$ cat config.mk
export PLATFORM = sky130hd
export DESIGN_NAME = dmem_arbiter_flat
export DESIGN_NICKNAME = d
export VERILOG_FILES = /design/src/rtl/dmem_pkg.sv /design/src/rtl/data_memory_if.sv /design/src/rtl/starve_counter.sv /design/src/rtl/dmem_arbiter.sv /design/src/flat_wrapper.sv
export SDC_FILE = /design/constraint.sdc
export NUM_CORES = 1
export LEC_CHECK = 0
export CAP_MARGIN = 20
export CORE_AREA = 2 2 119 121
export CTS_CLUSTER_DIAMETER = 100
export CTS_CLUSTER_SIZE = 8
export DETAILED_ROUTE_END_ITERATION = 8
export DIE_AREA = 0 0 121 123
export GPL_ROUTABILITY_DRIVEN = 0
export SYNTH_ARGS = -nofsm -noshare
export SYNTH_HDL_FRONTEND = slang
export SYNTH_HIERARCHICAL = 1
export SYNTH_SLANG_ARGS = --single-unit
$ cat constraint.sdc
create_clock -name clk -period 3.31 [get_ports clk]
set_clock_uncertainty 0.1 [all_clocks]
set_input_delay 0.993 -clock clk [delete_from_list [all_inputs] [get_ports clk]]
set_output_delay 0.993 -clock clk [all_outputs]
set_load 0.01 [all_outputs]
$ cat src/rtl/dmem_pkg.sv
// Shared types and helpers for the data-memory arbiter: requester identity,
// the bundled request payload and word-alignment of byte addresses.
package dmem_pkg;

    typedef enum logic {
        OWN_CPU = 1'b0,
        OWN_DBG = 1'b1
    } owner_e;

    typedef struct packed {
        logic [3:0]  we;
        logic [31:0] addr, wdata;
    } dmem_req_t;

    localparam logic [31:0] WORD_ALIGN_MASK = 32'hFFFF_FFFC;

    function automatic logic [31:0] align_addr(input logic [31:0] addr);
        return addr & WORD_ALIGN_MASK;
    endfunction

    function automatic logic is_read(input logic [3:0] we);
        return (we == 4'b0000);
    endfunction

endpackage

$ cat src/rtl/data_memory_if.sv
// Single-port synchronous data memory: one access per cycle, read data
// appears on data_in one cycle after the address is presented.
interface data_memory_if;
    logic [31:0] addr_out;
    logic [31:0] data_out;
    logic [3:0]  MemWriteEnable;
    logic [31:0] data_in;

    modport cpu (
        output addr_out,
        output data_out,
        output MemWriteEnable,
        input  data_in
    );

    modport mem (
        input  addr_out,
        input  data_out,
        input  MemWriteEnable,
        output data_in
    );
endinterface

$ cat src/rtl/starve_counter.sv
// Saturating wait counter: counts denied cycles of the low-priority requester
// and flags when it has waited long enough to be forced through.
module starve_counter #(
    parameter int LIMIT = 8,
    parameter int CNT_W = 8
) (
    input  logic clk,
    input  logic rst,
    input  logic inc,
    input  logic clr,
    output logic at_limit
);

    localparam logic [CNT_W-1:0] LIM = CNT_W'(LIMIT);

    logic [CNT_W-1:0] cnt_q;
    logic [CNT_W-1:0] cnt_d;

    always_comb begin
        cnt_d = cnt_q;
        if (clr) begin
            cnt_d = '0;
        end else if (inc && (cnt_q != LIM)) begin
            cnt_d = cnt_q + CNT_W'(1);
        end
    end

    always_ff @(posedge clk) begin
        if (rst) begin
            cnt_q <= '0;
        end else begin
            cnt_q <= cnt_d;
        end
    end

    assign at_limit = (cnt_q == LIM);

endmodule

$ cat src/rtl/dmem_arbiter.sv
// Shares the data-memory port between the CPU MEM stage (fixed priority) and the
// debug/DMA loader, with a starvation override and per-read return routing.
module dmem_arbiter
    import dmem_pkg::*;
#(
    parameter int STARVE_LIMIT = 8,
    parameter int CNT_W        = 8
) (
    input  logic        clk,
    input  logic        rst,

    input  logic        cpu_req,
    input  logic [3:0]  cpu_we,
    input  logic [31:0] cpu_addr,
    input  logic [31:0] cpu_wdata,
    output logic        cpu_gnt,
    output logic        cpu_stall,
    output logic        cpu_rvalid,
    output logic [31:0] cpu_rdata,

    input  logic        dbg_req,
    input  logic [3:0]  dbg_we,
    input  logic [31:0] dbg_addr,
    input  logic [31:0] dbg_wdata,
    output logic        dbg_gnt,
    output logic        dbg_rvalid,
    output logic [31:0] dbg_rdata,

    data_memory_if.cpu  mem
);

    if (STARVE_LIMIT < 1 || STARVE_LIMIT > 255 || STARVE_LIMIT >= (1 << CNT_W)) begin : g_bad_limit
        $error("dmem_arbiter: STARVE_LIMIT must be 1..255 and fit in CNT_W bits");
    end

    dmem_req_t cpu_r;
    dmem_req_t dbg_r;
    dmem_req_t sel_r;

    logic   force_dbg;
    logic   cpu_gnt_c;
    logic   dbg_gnt_c;
    logic   starve_inc;
    logic   starve_clr;

    logic   rd_pend_q;
    logic   rd_pend_d;
    owner_e rd_owner_q;
    owner_e rd_owner_d;

    always_comb begin
        cpu_r = '{we: cpu_we, addr: cpu_addr, wdata: cpu_wdata};
        dbg_r = '{we: dbg_we, addr: dbg_addr, wdata: dbg_wdata};
    end

    // Grants are masked during reset so nothing reaches memory in that cycle.
    always_comb begin
        cpu_gnt_c = 1'b0;
        dbg_gnt_c = 1'b0;
        if (!rst) begin
            if (force_dbg && dbg_req) begin
                dbg_gnt_c = 1'b1;
            end else if (cpu_req) begin
                cpu_gnt_c = 1'b1;
            end else if (dbg_req) begin
                dbg_gnt_c = 1'b1;
            end
        end
    end

    always_comb begin
        sel_r = '0;
        if (dbg_gnt_c) begin
            sel_r = dbg_r;
        end else if (cpu_gnt_c) begin
            sel_r = cpu_r;
        end
    end

    assign mem.addr_out       = align_addr(sel_r.addr);
    assign mem.data_out       = sel_r.wdata;
    assign mem.MemWriteEnable = sel_r.we;

    always_comb begin
        rd_pend_d  = (cpu_gnt_c || dbg_gnt_c) && is_read(sel_r.we);
        rd_owner_d = rd_owner_q;
        if (rd_pend_d) begin
            rd_owner_d = dbg_gnt_c ? OWN_DBG : OWN_CPU;
        end
    end

    always_ff @(posedge clk) begin
        if (rst) begin
            rd_pend_q  <= 1'b0;
            rd_owner_q <= OWN_CPU;
        end else begin
            rd_pend_q  <= rd_pend_d;
            rd_owner_q <= rd_owner_d;
        end
    end

    // A read in flight when reset arrives is dropped, not returned.
    assign cpu_rvalid = rd_pend_q && !rst && (rd_owner_q == OWN_CPU);
    assign dbg_rvalid = rd_pend_q && !rst && (rd_owner_q == OWN_DBG);
    assign cpu_rdata  = mem.data_in;
    assign dbg_rdata  = mem.data_in;

    assign cpu_gnt   = cpu_gnt_c;
    assign dbg_gnt   = dbg_gnt_c;
    assign cpu_stall = cpu_req && !cpu_gnt_c;

    assign starve_inc = dbg_req && !dbg_gnt_c;
    assign starve_clr = !starve_inc;

    starve_counter #(
        .LIMIT (STARVE_LIMIT),
        .CNT_W (CNT_W)
    ) u_starve (
        .clk      (clk),
        .rst      (rst),
        .inc      (starve_inc),
        .clr      (starve_clr),
        .at_limit (force_dbg)
    );

endmodule

$ cat src/flat_wrapper.sv
// flat-port wrapper written by rule: the top's interface ports become plain ports
module dmem_arbiter_flat import dmem_pkg::*;
#(
    parameter int STARVE_LIMIT = 8,
    parameter int CNT_W        = 8
)
  (clk, rst, cpu_req, cpu_we, cpu_addr, cpu_wdata, cpu_gnt, cpu_stall, cpu_rvalid, cpu_rdata, dbg_req, dbg_we, dbg_addr, dbg_wdata, dbg_gnt, dbg_rvalid, dbg_rdata, mem_addr_out, mem_data_out, mem_MemWriteEnable, mem_data_in);
  data_memory_if mem_i ();
  input  logic clk;
  input  logic rst;
  input  logic cpu_req;
  input  logic [3:0] cpu_we;
  input  logic [31:0] cpu_addr;
  input  logic [31:0] cpu_wdata;
  output logic cpu_gnt;
  output logic cpu_stall;
  output logic cpu_rvalid;
  output logic [31:0] cpu_rdata;
  input  logic dbg_req;
  input  logic [3:0] dbg_we;
  input  logic [31:0] dbg_addr;
  input  logic [31:0] dbg_wdata;
  output logic dbg_gnt;
  output logic dbg_rvalid;
  output logic [31:0] dbg_rdata;
  output wire logic [$bits(mem_i.addr_out)-1:0] mem_addr_out;
  output wire logic [$bits(mem_i.data_out)-1:0] mem_data_out;
  output wire logic [$bits(mem_i.MemWriteEnable)-1:0] mem_MemWriteEnable;
  input wire logic [$bits(mem_i.data_in)-1:0] mem_data_in;
  assign mem_addr_out = mem_i.addr_out;
  assign mem_data_out = mem_i.data_out;
  assign mem_MemWriteEnable = mem_i.MemWriteEnable;
  assign mem_i.data_in = mem_data_in;
  dmem_arbiter #(.STARVE_LIMIT(STARVE_LIMIT), .CNT_W(CNT_W)) u_core (.clk(clk), .rst(rst), .cpu_req(cpu_req), .cpu_we(cpu_we), .cpu_addr(cpu_addr), .cpu_wdata(cpu_wdata), .cpu_gnt(cpu_gnt), .cpu_stall(cpu_stall), .cpu_rvalid(cpu_rvalid), .cpu_rdata(cpu_rdata), .dbg_req(dbg_req), .dbg_we(dbg_we), .dbg_addr(dbg_addr), .dbg_wdata(dbg_wdata), .dbg_gnt(dbg_gnt), .dbg_rvalid(dbg_rvalid), .dbg_rdata(dbg_rdata), .mem(mem_i));
endmodule
Yosys cells after proc, flatten, opt, wreduce, memory -nomap -nowiden
Cells that the tools add are included.
- word-level logic and storage cells: 32
- register bits: 10
- output and inout port bits: 137
- input bits: 172
- reductions and logical operators: 14
- bitwise operators: 2
- eq/ne operators: 2
- $add $sub $neg: 1
- multiplexer cells: 10
- operators with widths (kind ; number):
    2-to-1 mux 68 bit ; 2
    adder 8 x 1 -> 8 bit, second input constant ; 1
    equality test 8 x 4 -> 1 bit, second input constant ; 1
    logical AND 1 bit ; 8
    2-to-1 mux 1 bit ; 8
    != test 8 x 4 -> 1 bit, second input constant ; 1
    logical NOT 4 bit ; 1
    logical NOT 1 bit ; 3
    NOT 1 bit ; 2
    OR reduction 2 bit ; 1
    logical OR 1 bit ; 1

Depth between registers and ports, before layout
Gate-level depths: netlist of the first run.
- depth after elaboration: 8
- mapped depth: 11
- gate-level depth less buffers: 11

Hierarchy
The synthesis of the first run kept the hierarchy.
- modules (own cells, without submodules) (module ; area an instance (um2) ; sequential area each (um2) ; instances ; cells an instance):
    dmem_arbiter ; 1431.4 ; 40.0 ; 1 ; 172
    starve_counter ; 411.6 ; 160.2 ; 1 ; 49

Least setup slack after synthesis of the first run
No wires, ideal clock.
- path type: reg-to-output
- from: register u_core.u_starve.cnt_q[0]
- to: output mem_addr_out[10]
- cell stages (with the launch flop): 11
- path buffers: 2
- arrival time: 1.971 ns
- setup slack: 0.246 ns
- data required time: 2.217 ns
- cell sequence: dfxtp_1 -> inv_1 -> ha_1 -> nor4b_1 -> and3_1 -> nand2b_4 -> nand2_1 -> nor2_2 -> buf_4 -> buf_6 -> a22o_1
- cells in the longest elaborated chain, start to end: 6
- elaborated cells between the ends (all ways): 8
- those cells by class: eq/ne: 1; mux: 6; reduce/logical: 1
- RTL lines (what ; RTL line ; source):
    start, declared ; starve_counter.sv:16 ; logic [CNT_W-1:0] cnt_q;
    start signal, assigned ; starve_counter.sv:32 ; cnt_q <= cnt_d;
    equality test 8 x 4 -> 1 bit (*) ; starve_counter.sv:36 ; assign at_limit = (cnt_q == LIM);
    via u_core.force_dbg ; dmem_arbiter.sv:40 ; logic force_dbg;
    logical AND 1 bit (*) ; dmem_arbiter.sv:61 ; if (force_dbg && dbg_req) begin
    2-to-1 mux 1 bit ; dmem_arbiter.sv:61 ;
    2-to-1 mux 1 bit ; dmem_arbiter.sv:60 ; if (!rst) begin
    2-to-1 mux 68 bit ; dmem_arbiter.sv:75 ; end else if (cpu_gnt_c) begin
    2-to-1 mux 68 bit (*) ; dmem_arbiter.sv:73 ; if (dbg_gnt_c) begin
    end, declared ; flat_wrapper.sv:26 ; output wire logic [$bits(mem_i.addr_out)-1:0] mem_addr_out;
Mark *: on every way through the listed nets, which the timed path passes. The rest lies on a longest branch.

Worst setup path after layout of the first run
- from: register u_core.u_starve.cnt_q[0]
- to: output mem_addr_out[13]
Same word-level chain as after synthesis.

==> results of run 1 <==
-- worst reg2reg max path, delay by kind of cell, from the launching register on --
family | cells | cell delay [ps]
buf+inv | 3 | 340
flops | 1 | 330
simple gates | 6 | 1130
fa+ha+maj | 1 | 150
compound gates | 2 | 260
-- sequential cells by signal, indices dropped and copies added, names as in the netlist --
| register | cells |
|---|---|
| u_core/rd_owner_q | 1 |
| u_core/rd_pend_q | 1 |
| u_core/u_starve/cnt_q | 8 |
-- repair_timing --
| action | 4_1_cts | 5_1_grt |
|---|---|---|
| cloned | 8 | 3 |
| setup buffers | 10 | 3 |
| endpoints found under the setup margin | 70 | 60 |
| pin swaps | 7 | 13 |
| gates resized for setup | 304 | 20 |
-- final cells by class --
class                      instances  area (µm²)  share of cell area
clock buffer                       4       88.84             0.02244
multi-input combinational        124        1035              0.2614
inverter                           6       22.52            0.005689
sequential                        10       202.7             0.05120
timing repair buffer             247        2385              0.6024
tap                              180       225.2             0.05689
-- stage by stage --
| stage | instances | setup WS (ps) |
|---|---|---|
| 6_report | 571 | 8.329 |
| 5_1_grt | 571 | -73.92 |
| 4_1_cts | 568 | -56.48 |
| 3_5_place_dp | 546 | -741.0 |
| 3_3_place_gp | 546 | -739.3 |
| 2_1_floorplan | 222 | 245.8 |
-- per-layer routing --
metal | vias up | wire, µm | track usage | share of wire
li1 | 1097 | - | - | -
met1 | 1107 | 3938 | 0.1368 | 0.37
met2 | 148 | 5405 | 0.2251 | 0.51
met3 | 4 | 1236 | 0.04889 | 0.12
met4 | 0 | 72 | 0.01453 | 0.0068
met5 | - | 0 | 0 | 0
-- power by group --
part	internal, mW	leakage (nW)	switching, mW
Clock	0.181	0.0442	0.0523
Sequential	0.123	0.0817	0.000857
Combinational	0.281	1.64	0.157
-- cell families after synthesis --
family / count (synthesis) / synth area share
flip-flops: 10 / 0.1086
multiplexers: 3 / 0.01901
buffers and inverters: 88 / 0.3625
other: 1 / 0.002035
XOR/XNOR: 2 / 0.009506
adder cells (fa/ha/maj): 2 / 0.01358
AO/OA/AOI/OAI: 80 / 0.3768
AND/OR/NAND/NOR: 35 / 0.1080
-- layout by cell type, fill, tap and decap left out, drive strengths merged --
cell type,netlist,routed
a311o,1,1
clkbuf,1,8
mux2,1,1
nand3,2,2
nor2b,2,2
or2,1,1
clkdlybuf4s15,0,1
dlygate4sd2,0,5
mux2i,2,2
a32oi,3,3
a21boi,1,1
nand4,2,2
nand2b,1,1
or3,2,2
o2111ai,1,1
and2b,1,1
nor2,10,10
a21oi,4,4
a32o,1,1
xor2,2,2
a22o,63,63
o21ai,4,4
a31oi,1,1
and3b,1,1
buf,81,105
and3,1,1
nor4b,1,1
conb,1,2
nor3b,1,1
dfxtp,10,10
or4,1,1
clkdlybuf4s50,0,132
ha,2,2
o31ai,1,1
nand2,9,9
inv,6,6
-- how the worst max path moves through the flow --
stage	from	endpoint	slack, ps
after global placement	cpu_req	mem_addr_out[29]	-740
final	u_core/u_starve/cnt_q[0]	mem_addr_out[13]	8
after floorplan	u_core/u_starve/cnt_q[0]	mem_addr_out[10]	250
after global routing	u_core/u_starve/cnt_q[0]	mem_addr_out[13]	-70
after detailed placement	cpu_req	mem_addr_out[29]	-740
after CTS	u_core/u_starve/cnt_q[1]	mem_addr_out[29]	-60
==> metrics.txt, run 1 <==
vias in the first global route=approximately 2300; Final Critical Period=3302 ps; Main synth FF type=dfxtp_1; cts hold-fix bufs=0; Reg2Reg Setup Slack=about 920 ps; DR iter-0 viols=84; clock slew at reported path FFs=40 ps; Die Area=roughly 15000 µm²; maximum clock frequency=302.9 MHz; final instance area=~4000 µm²; RSZ-0062 raised after global routing=yes; critical path class=register to output port; post-synth top area share=0.2994; cell taking the most area after synthesis=a22o_1; ANT cells=0; mapped cell area=~1800 µm²; status=completed; Commonest cells post-synth=67 x buf_4, 63 x a22o_1, 11 x buf_6; fin util=0.2908; worst reg2reg path startpoint=u_core/u_starve/cnt_q[0]; chip width=~120 µm; number of cells on the critical path=13; most common cell in the netlist=buf_4; Synth area leaders=a22o_1 30%, buf_4 27%, dfxtp_1 11%; Reg-to-Reg End=u_core/u_starve/cnt_q[7]; Data arrival, critical path=approximately 2200 ps; Critical Path Most Common Cell=buf_12; DP HPWL=7374 µm; R2R depth=12; fin nets=roughly 570; first-pass GRT wire length=between 10000 and 15000 µm; Root Buffer=clkbuf_16; Hold Path Stages=2; Synth Warn #=6; global route overflow=0; crit-path leading delay family=simple AND/OR/NAND/NOR gates; Hold Path Class=register to register; VDD IR max=approximately 0.00018 V; sequential share of the synthesized area=0.1086; Worst Setup Start Kind=register; Buf/Inv on CP=6; CTS tree=yes; PortBufs=between 200 and 250; Final Cycle Share=0.9975; setup violators final=0; drt pass-1 iters=4; post-synthesis register bit count=10; critical path data required time=roughly 2200 ps; chip height=123 µm; Routed WL=approximately 11000 µm; via count=2356; Residual DRC=0; layout overhead on the synthesized area=114.8%; # H-tree levels=1; CTS Sinks=10; GRT Total Usage=0.1225; Via density=~4.1; Ports=between 300 and 400; crit-path max FO=7; Routed WL per cell=about 19 µm; CTS Buffer Depth=2; final hold vios=0; post-route setup TNS=0 ps; Critical Path Sink Type=output port; peak per-stage delay on the critical path=about 320 ps; Tot Pwr=a little under 0.8 mW; layout cell share with drive strength beyond 1=0.3453; Fin Hold WS=approximately 380 ps; Placed Area=between 3000 and 4000 µm²; core area=13610 µm²; distinct cell type count of the synthesized netlist=38; fillcell total=approximately 1400; worst skew pair latency=around 230 ps; Rows=between 40 and 50; number of synthesized flops with an enable pin=0; CP max-delay cell=dfxtp_2; Final ANT Viol Nets=0; syn avg cell area=roughly 8.3 µm²; pin count of the biggest net entering global routing=18; Pwr Density=201.0 nW/µm²; CTS buffer count=3; Hold Path End=u_core/u_starve/cnt_q[7]; worst-path cell chain=inv_2, ha_4, nor4b_4, and3_4, nand2b_4, nand2_4, nor2_4, buf_12, buf_12, buf_16, buf_6, a22o_1, buf_2; worst min-delay path startpoint=u_core/u_starve/cnt_q[7]; Async S/R FF share, synth=0; maxcap violations=0; Leak=between 1.5 and 2 nW; max-slew violations=0; Starting Density=0.1354; initial antenna violation count=0; synthesized instance count=221
Power figures use the tool's default switching activity.
==> run 2, diff against run 1 <==
Settings changed: PLACE_DENSITY set to 0.55, SLEW_MARGIN set to 0.
==> metrics.txt, run 2 (synthesis gave the netlist of run 1 again) <==
status=complete, but fails checks; violated checks=setup timing; worst-path cell chain=inv_2, buf_6, ha_4, nor4b_4, and3_4, buf_6, a21boi_4, and2b_4, buf_12, buf_12, clkbuf_16, a22o_1, buf_2; Tot Pwr=roughly 0.8 mW; Non-Filler Instances=601; Buf/Inv on CP=7; initial antenna violation count=0; CP max-delay cell=dfxtp_2; Root Buffer=clkbuf_16; most flop-heavy register=u_core/u_starve/cnt_q; setup violators final=46; DP HPWL=7425 µm; maxcap violations=0; final hold vios=0; drt pass-1 iters=6; layout cell share with drive strength beyond 1=0.3943; Final Cycle Share=1.027; RSZ-0062 raised after global routing=yes; R2R depth=25; Final ANT Viol Nets=0; Ports=about 310; Routed WL per cell=approximately 18 µm; ANT cells=0; Worst Setup Start Kind=register; Critical Path Sink Type=output port; GRT Total Usage=0.1291; clock slew at reported path FFs=40 ps; peak per-stage delay on the critical path=about 310 ps; Final Critical Period=between 3000 and 4000 ps; maximum clock frequency=slightly below 300 MHz; crit-path leading delay family=buffers and inverters; first-pass GRT wire length=between 10000 and 15000 µm; chip height=~120 µm; critical path class=register to output port; Reg2Reg Setup Slack=~90 ps; pin count of the biggest net entering global routing=17; fin nets=slightly below 600; Starting Density=0.1354; Setup crit start=u_core/u_starve/cnt_q[0]; Routed WL=10870 µm; max-slew violations=0; CTS Sinks=10; most frequent cells in the layout=132 x clkdlybuf4s50_1, 60 x a22o_1, 45 x buf_2, 32 x buf_4, 26 x buf_6; Final WS setup=-90.01 ps; Data arrival, critical path=between 2000 and 2500 ps; core area=13610 µm²; Residual DRC=0; Hold Path Class=register to register; Die Area=between 10000 and 15000 µm²; Rows=43; number of cells on the critical path=13; chip width=between 100 and 150 µm; Via density=4.042; DR iter-0 viols=just over 60; critical path data required time=around 2200 ps; layout overhead on the synthesized area=135.5%; Leak=~1.9 nW; PortBufs=between 200 and 250; commonest non-fill, non-tap cell in the layout=clkdlybuf4s50_1; Cells after DPL=550; crit-path max FO=5; # H-tree levels=1; global route overflow=0; max reg flops=8; CTS buffer count=3; via count=2429; vias in the first global route=2576; Critical Path End=mem_addr_out[7]; CTS Buffer Depth=2; Pwr Density=189.6 nW/µm²; Reg-to-Reg End=u_core/u_starve/cnt_q[0]; VDD IR max=roughly 0.00014 V; worst reg2reg path startpoint=u_core/u_starve/cnt_q[0]; CTS tree=yes; post-route setup TNS=-2316 ps; Regs by FF count=u_core/u_starve/cnt_q (8), u_core/rd_owner_q (1), u_core/rd_pend_q (1); worst skew pair latency=around 240 ps
run 2: changes by cell type in the layout (fill, tap and decap cells not counted), sizes merged:
cell	change
clkdlybuf4s15	+2
buf	+17
clkbuf	+11
run 2: layer usage:
layer / global-route usage / vias to the layer above / wire (µm)
met1: 0.1365 / 1128 / 4030
met3: 0.04151 / 9 / 1017
met2: 0.2398 / 132 / 5696
met5: 0 / - / 0
met4: 0.04578 / 0 / 127
li1: - / 1160 / -
run 2: worst min-delay path by stage:
| stage | start | endpoint | slack, ps | cells past startpoint |
|---|---|---|---|---|
| after global placement | u_core/u_starve/cnt_q[7] | u_core/u_starve/cnt_q[7] | 370 | 2 |
| after detailed placement | u_core/u_starve/cnt_q[7] | u_core/u_starve/cnt_q[7] | 380 | 2 |
| final | u_core/u_starve/cnt_q[7] | u_core/u_starve/cnt_q[7] | 380 | 2 |
| after floorplan | u_core/u_starve/cnt_q[7] | u_core/u_starve/cnt_q[7] | 350 | 2 |
| after global routing | u_core/u_starve/cnt_q[7] | u_core/u_starve/cnt_q[7] | 410 | 2 |
| after CTS | u_core/u_starve/cnt_q[7] | u_core/u_starve/cnt_q[7] | 390 | 2 |
run 2: what timing repair did:
item                                    CTS  global route
resized for setup                       288            43
setup buffers                            32             7
endpoints found under the setup margin   71            66
cloned                                    7             6
hold buffers                              0             0
pin swaps                                 8            12
run 2: stage by stage:
| stage | util | setup slack, ps | hold slack, ps | instance area, µm² |
|---|---|---|---|---|
| 2_1_floorplan | - | 245.8 | 352.3 | 1847 |
| 3_3_place_gp | 0.2727 | -770.4 | 369.5 | 3712 |
| 3_5_place_dp | 0.2727 | -773.8 | 383.9 | 3712 |
| 4_1_cts | 0.3033 | -94.86 | 389.3 | 4129 |
| 5_1_grt | 0.3189 | -168.4 | 413.4 | 4340 |
| 6_report | 0.3189 | -90.01 | 381.1 | 4340 |
run 2: layout make-up:
| cell class | count | area (µm²) |
|---|---|---|
| flip-flops and latches | 10 | 202.7 |
| inverters | 6 | 22.52 |
| well taps | 180 | 225.2 |
| repair buffers | 278 | 2765 |
| fillers | 1385 | 9271 |
| multi-input cells | 124 | 1050 |
| clock buffers | 3 | 75.07 |
run 2: worst min-delay path, cell delays in order, from the launching register on:
cell,delay [ps]
dfxtp_1,310
o31ai_1,60
a21oi_1,50
run 2: where the power goes:
group          leakage, nW  internal [mW]  total, mW  switching (mW)
sequential          0.0817          0.123      0.124        0.000904
combinational         1.83          0.319      0.485           0.166
clock               0.0370          0.157      0.214          0.0575
total                 1.95          0.598      0.823           0.225
==> RTL edit 1, RTL diff (settings of run 2) <==
Register the outputs `dbg_gnt`, `dbg_rvalid` and `dbg_rdata`, with the module's reset; this adds one clock of latency there. The other outputs are not delayed to match.
--- a/src/rtl/dmem_arbiter.sv
+++ b/src/rtl/dmem_arbiter.sv
@@ -103,8 +103,16 @@
     assign cpu_rvalid = rd_pend_q && !rst && (rd_owner_q == OWN_CPU);
-    assign dbg_rvalid = rd_pend_q && !rst && (rd_owner_q == OWN_DBG);
     assign cpu_rdata  = mem.data_in;
-    assign dbg_rdata  = mem.data_in;
+    always_ff @(posedge clk) begin
+        if (rst) begin
+            dbg_gnt    <= '0;
+            dbg_rvalid <= '0;
+            dbg_rdata  <= '0;
+        end else begin
+            dbg_gnt    <= dbg_gnt_c;
+            dbg_rvalid <= rd_pend_q && !rst && (rd_owner_q == OWN_DBG);
+            dbg_rdata  <= mem.data_in;
+        end
+    end
 
     assign cpu_gnt   = cpu_gnt_c;
-    assign dbg_gnt   = dbg_gnt_c;
     assign cpu_stall = cpu_req && !cpu_gnt_c;
Check against the original RTL: not equivalent (Yosys sat finds a counterexample within 4 cycles, from zero or initial values and one cycle with rst high).
==> RTL edit 1 against run 2 <==
The run still ends with negative setup slack left; routed wire length rose by 17%; critical path depth fell by 1; sequential cell count rose by 34; total power rose by 110%; non-clock buffer count rose by 72; die area did not move; utilization rose by 11 points; final area rose by 35%; critical path type unchanged; area after synthesis rose by 32%; clock power rose to 2.7 times the old value; worst setup slack improved by 55 ps.
==> RTL edit 1: results (changes against run 2) <==
### Run status
• outcome: finished, violations left
• violations in the final reports: negative setup slack

### Place
• number of port buffers: 302, +47%
• worst setup slack before clock tree synthesis: -797 ps, -23.5 ps
• DP HPWL: 9820 um, +32%

### Global routing
• All-Layer GR Usage: 15.8%, +2.9 points
• via count of the first global-routing pass: 3278, +27%
• maximum number of pins on one net before global-route repair: 43, +26
• global-route wire length before repair: 18000 um, +24%

### Clock network
• clock-pin slew on the worst setup and hold paths: 60 ps, +20 ps
• TritonCTS buffer count: 5, +2
• insertion delay to the later sink of the worst-skew pair: 280 ps, +40 ps
• Clock Path Buffers: 2, unchanged
• H-tree depth: 2, +1

### Drt
• DR iter-0 viols: 88, +44%
• Detailed Routing Iterations Pass 1: 4, -2
• number of vias in the routed layout: 3134, +29%
• total wire length: 12700 um, +17%

### Synth
• sequential cell area fraction in the yosys report: 36.1%, +25 points
• most common library cells after synthesis: a22o_1 (63), dfxtp_1 (44), buf_4 (35)
• async set-or-reset flop fraction in the synthesized netlist: 0%, unchanged
• Netlist cell types: 36, -5.3%
• leading register cell type out of synthesis: dfxtp_1
• top cells by area, synth: dfxtp_1 (36%), a22o_1 (23%), buf_4 (11%)

### Timing
• worst hold slack: 381 ps, -0.0130 ps
• Worst Slack Setup Final: -34.6 ps, +55.4 ps
• number of setup violations in the final report: 2, -96%

### Cells and area
• share of layout cells above drive strength 1: 25.2%, -14 points
• Largest regs: u_core/dbg_rdata (32), u_core/u_starve/cnt_q (8)
• fill cell total of the finished layout: 1341, -3.2%
• Final nets: 737, +23%

### Pwr
• Leakage Power: 2.52 nW, +30%
• worst vdd ir: 0.000267 V, +96%
• net switching component of the power: 424 uW, +88%

### Worst setup path
• r2r endpoint: u_core/u_starve/cnt_q[7]
• setup slack of the worst register-to-register path: 910 ps, +820 ps
• Arrival @ worst endpoint: 2250 ps, -60 ps
• number of cells traversed by the worst register-to-register path: 12, -52%

### Min path
• startpoint of the worst hold path: u_core/rd_pend_q
• endpoint of the worst hold path: u_core/dbg_rvalid
• worst hold path depth: 1, -1

[RTL edit 1: cell families (layout without fill, tap and decap cells)]
| group | Yosys count | count (layout) | share of synthesized area (%) |
|---|---|---|---|
| multiplexers | 3 | 3 | 1.44 |
| AND/OR/NAND/NOR | 67 | 67 | 16.3 |
| flip-flops | 44 | 44 | 36.1 |
| other | 1 | 2 | 0.154 |
| buffers and inverters | 59 | 364 | 16.4 |
| AO/OA/AOI/OAI | 80 | 80 | 27.9 |
| adder cells (fa/ha/maj) | 2 | 2 | 1.03 |
| XOR/XNOR | 2 | 2 | 0.718 |
[RTL edit 1: how the worst max path moves through the flow]
stage | startpoint | to | slack, ps | cells after the start
5_1_grt | u_core/u_starve/cnt_q[0] | mem_addr_out[7] | -130 | 12
6_report | u_core/u_starve/cnt_q[0] | mem_addr_out[3] | -30 | 12
4_1_cts | u_core/u_starve/cnt_q[0] | mem_addr_out[4] | -80 | 12
3_3_place_gp | cpu_req | mem_data_out[15] | -790 | 6
3_5_place_dp | cpu_req | mem_data_out[15] | -800 | 6
2_1_floorplan | u_core/u_starve/cnt_q[0] | mem_addr_out[10] | 230 | 10
[RTL edit 1: per-stage QoR]
stage,area (um^2),std cells
after floorplan,2440,259
after global placement,5550,714
after detailed placement,5550,714
after CTS,5850,743
after global routing,5870,744
final,5870,744
[RTL edit 1: final cells by class]
type,instances,area share [%]
clock inverter,2,0.661
sequential,44,15.1
tap,180,3.84
timing repair buffer,350,57.0
clock buffer,6,2.37
inverter,6,0.384
multi-input combinational,156,20.7
[RTL edit 1: power by group through the flow]
| stage | clock [mW] | combinational [mW] | sequential, mW |
|---|---|---|---|
| floorplan | 0 | 0.178 | 0.582 |
| global placement | 0 | 0.589 | 0.569 |
| detailed placement | 0 | 0.589 | 0.570 |
| CTS | 0.604 | 0.602 | 0.558 |
| global route | 0.620 | 0.637 | 0.560 |
| finish | 0.583 | 0.600 | 0.558 |
[RTL edit 1: repair_timing]
action                     4_1_cts  5_1_grt
setup endpoints to repair       69       57
buffers inserted                18        1
gates resized for setup        311       19
gates cloned                     4        2
pin swaps                       14       14
[RTL edit 1: layer usage]
metal / vias up / track usage [%] / part of all wire (%) / wire length, um
li1: 1509 / - / - / -
met1: 1424 / 18.4 / 40 / 5130
met2: 188 / 26.8 / 47 / 5960
met3: 13 / 5.90 / 11 / 1370
met4: 0 / 5.38 / 2.1 / 265
met5: - / 0 / 0 / 0
==> RTL edit 2, RTL diff (flow settings as in run 2) <==
Made on the original files. `CNT_W` is set to 8 in 3 places; all go to 6.
--- a/src/rtl/starve_counter.sv
+++ b/src/rtl/starve_counter.sv
@@ -4,3 +4,3 @@
     parameter int LIMIT = 8,
-    parameter int CNT_W = 8
+    parameter int CNT_W = 6
 ) (
--- a/src/rtl/dmem_arbiter.sv
+++ b/src/rtl/dmem_arbiter.sv
@@ -6,3 +6,3 @@
     parameter int STARVE_LIMIT = 8,
-    parameter int CNT_W        = 8
+    parameter int CNT_W        = 6
 ) (
--- a/src/flat_wrapper.sv
+++ b/src/flat_wrapper.sv
@@ -4,3 +4,3 @@
     parameter int STARVE_LIMIT = 8,
-    parameter int CNT_W        = 8
+    parameter int CNT_W        = 6
 )
Behaviour: same outputs for any inputs over 10 cycles, from zero or initial values and one cycle with rst high; that may be too few to reach the edited logic, so the function may still have changed.
==> RTL edit 2 against run 2 <==
Sequential power shrank 20%; area after synthesis decreased by 5.6%; largest cell class unchanged; non-clock buffer count shrank 13; critical endpoint is now mem_data_out[26]; count of clock-buffer cells in the layout is the same; sequential cell count shrank 2; routed wire length shrank 1.1%; highest routed layer unchanged; final area down 4.3%; final cell count decreased by 4.0%; synthesized cell count down 5.4%; total power shrank 5.5%; worst setup slack better by 91 ps; maximum frequency grew 2.7%; critical path depth decreased by 5; largest power group unchanged.
==> RTL edit 2: results (changes against run 2) <==
### Place
• DP HPWL: 7350 um, -1.0%
• worst setup slack before clock tree synthesis: -756 ps, +18.0 ps

### Synth
• mean instance size in the synthesized netlist: 8.33 um^2, -0.14%
• Netlist cell types: 33, -13%
• share of cell area taken by muxes after synthesis: 2.01%, +0.11 points
• share of the synthesized area in compound gates (AO/OA/AOI/OAI): 38.9%, +1.2 points
• sequential cell area fraction in the yosys report: 9.20%, -1.7 points
• top cells by area, synth: a22o_1 (32%), buf_4 (29%), dfxtp_1 (9.2%)
• fraction of the mapped netlist area in adder cells: 1.44%, +0.080 points
• post-synthesis share of cell area spent on xor and xnor gates: 1.01%, +0.056 points

### Cells and area
• Largest regs: u_core/u_starve/cnt_q (6), u_core/rd_owner_q (1), u_core/rd_pend_q (1)
• fill cell total of the finished layout: 1418, +2.4%
• number of flip-flops under the largest register name: 6, -2

### Run status
• outcome: finished clean

### Min path
• worst hold path depth: 3, +1
• endpoint of the worst hold path: u_core/u_starve/cnt_q[0]

### Global routing
• via count of the first global-routing pass: 2329, -9.6%
• Global Route met3 Usage: 4.11%, -0.046 points
• maximum number of pins on one net before global-route repair: 12, -5
• met2 demand-to-capacity share in global routing: 21.6%, -2.4 points

### Drt
• total wire length: 10800 um, -1.1%
• met3 routed wirelength: 1100 um, +8.4%
• Detailed Routing Iterations Pass 1: 4, -2
• Via density: 4.06, +0.39%
• total met2 wirelength after detailed routing: 5080 um, -11%
• M1 WL: 4540 um, +13%

### Worst setup path
• cell with the largest stage delay on the worst path: a22o_1
• Arrival @ worst endpoint: 2220 ps, -90 ps
• Critical Path Max Stage Delay: 220 ps, -90 ps

### Pwr
• switching fraction of total power: 27.6%, +0.26 points
• clock share of power: 26.1%, about the same

### Timing
• worst hold slack: 506 ps, +125 ps

==> RTL edit 2: cell types whose count changed after synthesis, moves of 2 or more <==
| cell | change |
|---|---|
| a21oi_1 | -2 |
| dfxtp_1 | -2 |
| nand3_1 | +2 |
| nand3_2 | -2 |
==> RTL edit 2: cells by family after synthesis <==
family                     count (synthesis)
adders and majority gates                  2
DFF                                        8
and+or+nand+nor                           31
buffers and inverters                     86
AOI/OAI and AO/OA                         76
muxes                                      3
xor gates and xnor gates                   2
other                                      1
==> RTL edit 2: what timing repair did <==
action,in CTS,in global routing
pin swaps,14,13
gates cloned,13,1
buffers inserted,20,9
resized for setup,236,70
endpoints found under the setup margin,71,67
==> RTL edit 2: worst max-delay path by stage <==
stage | start | to | slack (ps) | cells after the start
after CTS | u_core/u_starve/cnt_q[1] | mem_data_out[17] | -170 | 15
after global placement | cpu_req | mem_data_out[0] | -730 | 6
after detailed placement | cpu_req | mem_addr_out[21] | -760 | 6
after global routing | u_core/u_starve/cnt_q[0] | mem_data_out[26] | -50 | 13
final | cpu_req | mem_data_out[26] | 0.9 | 8
after floorplan | u_core/u_starve/cnt_q[0] | mem_addr_out[10] | 250 | 10
==> RTL edit 2: per-stage QoR <==
| step | power [mW] | util (%) | TNS, ps |
|---|---|---|---|
| 2_1_floorplan | 0.306 | - | 0 |
| 3_3_place_gp | 0.517 | 26.4 | -45560 |
| 3_5_place_dp | 0.517 | 26.4 | -47420 |
| 4_1_cts | 0.784 | 30.9 | -4850 |
| 5_1_grt | 0.816 | 30.5 | -199 |
| 6_report | 0.778 | 30.5 | 0 |
==> RTL edit 2: cell type report <==
type,instances,area share (%)
timing repair buffer,265,64.3
multi-input combinational,116,24.1
tap,180,5.42
sequential,8,3.92
clock buffer,3,1.81
inverter,5,0.452
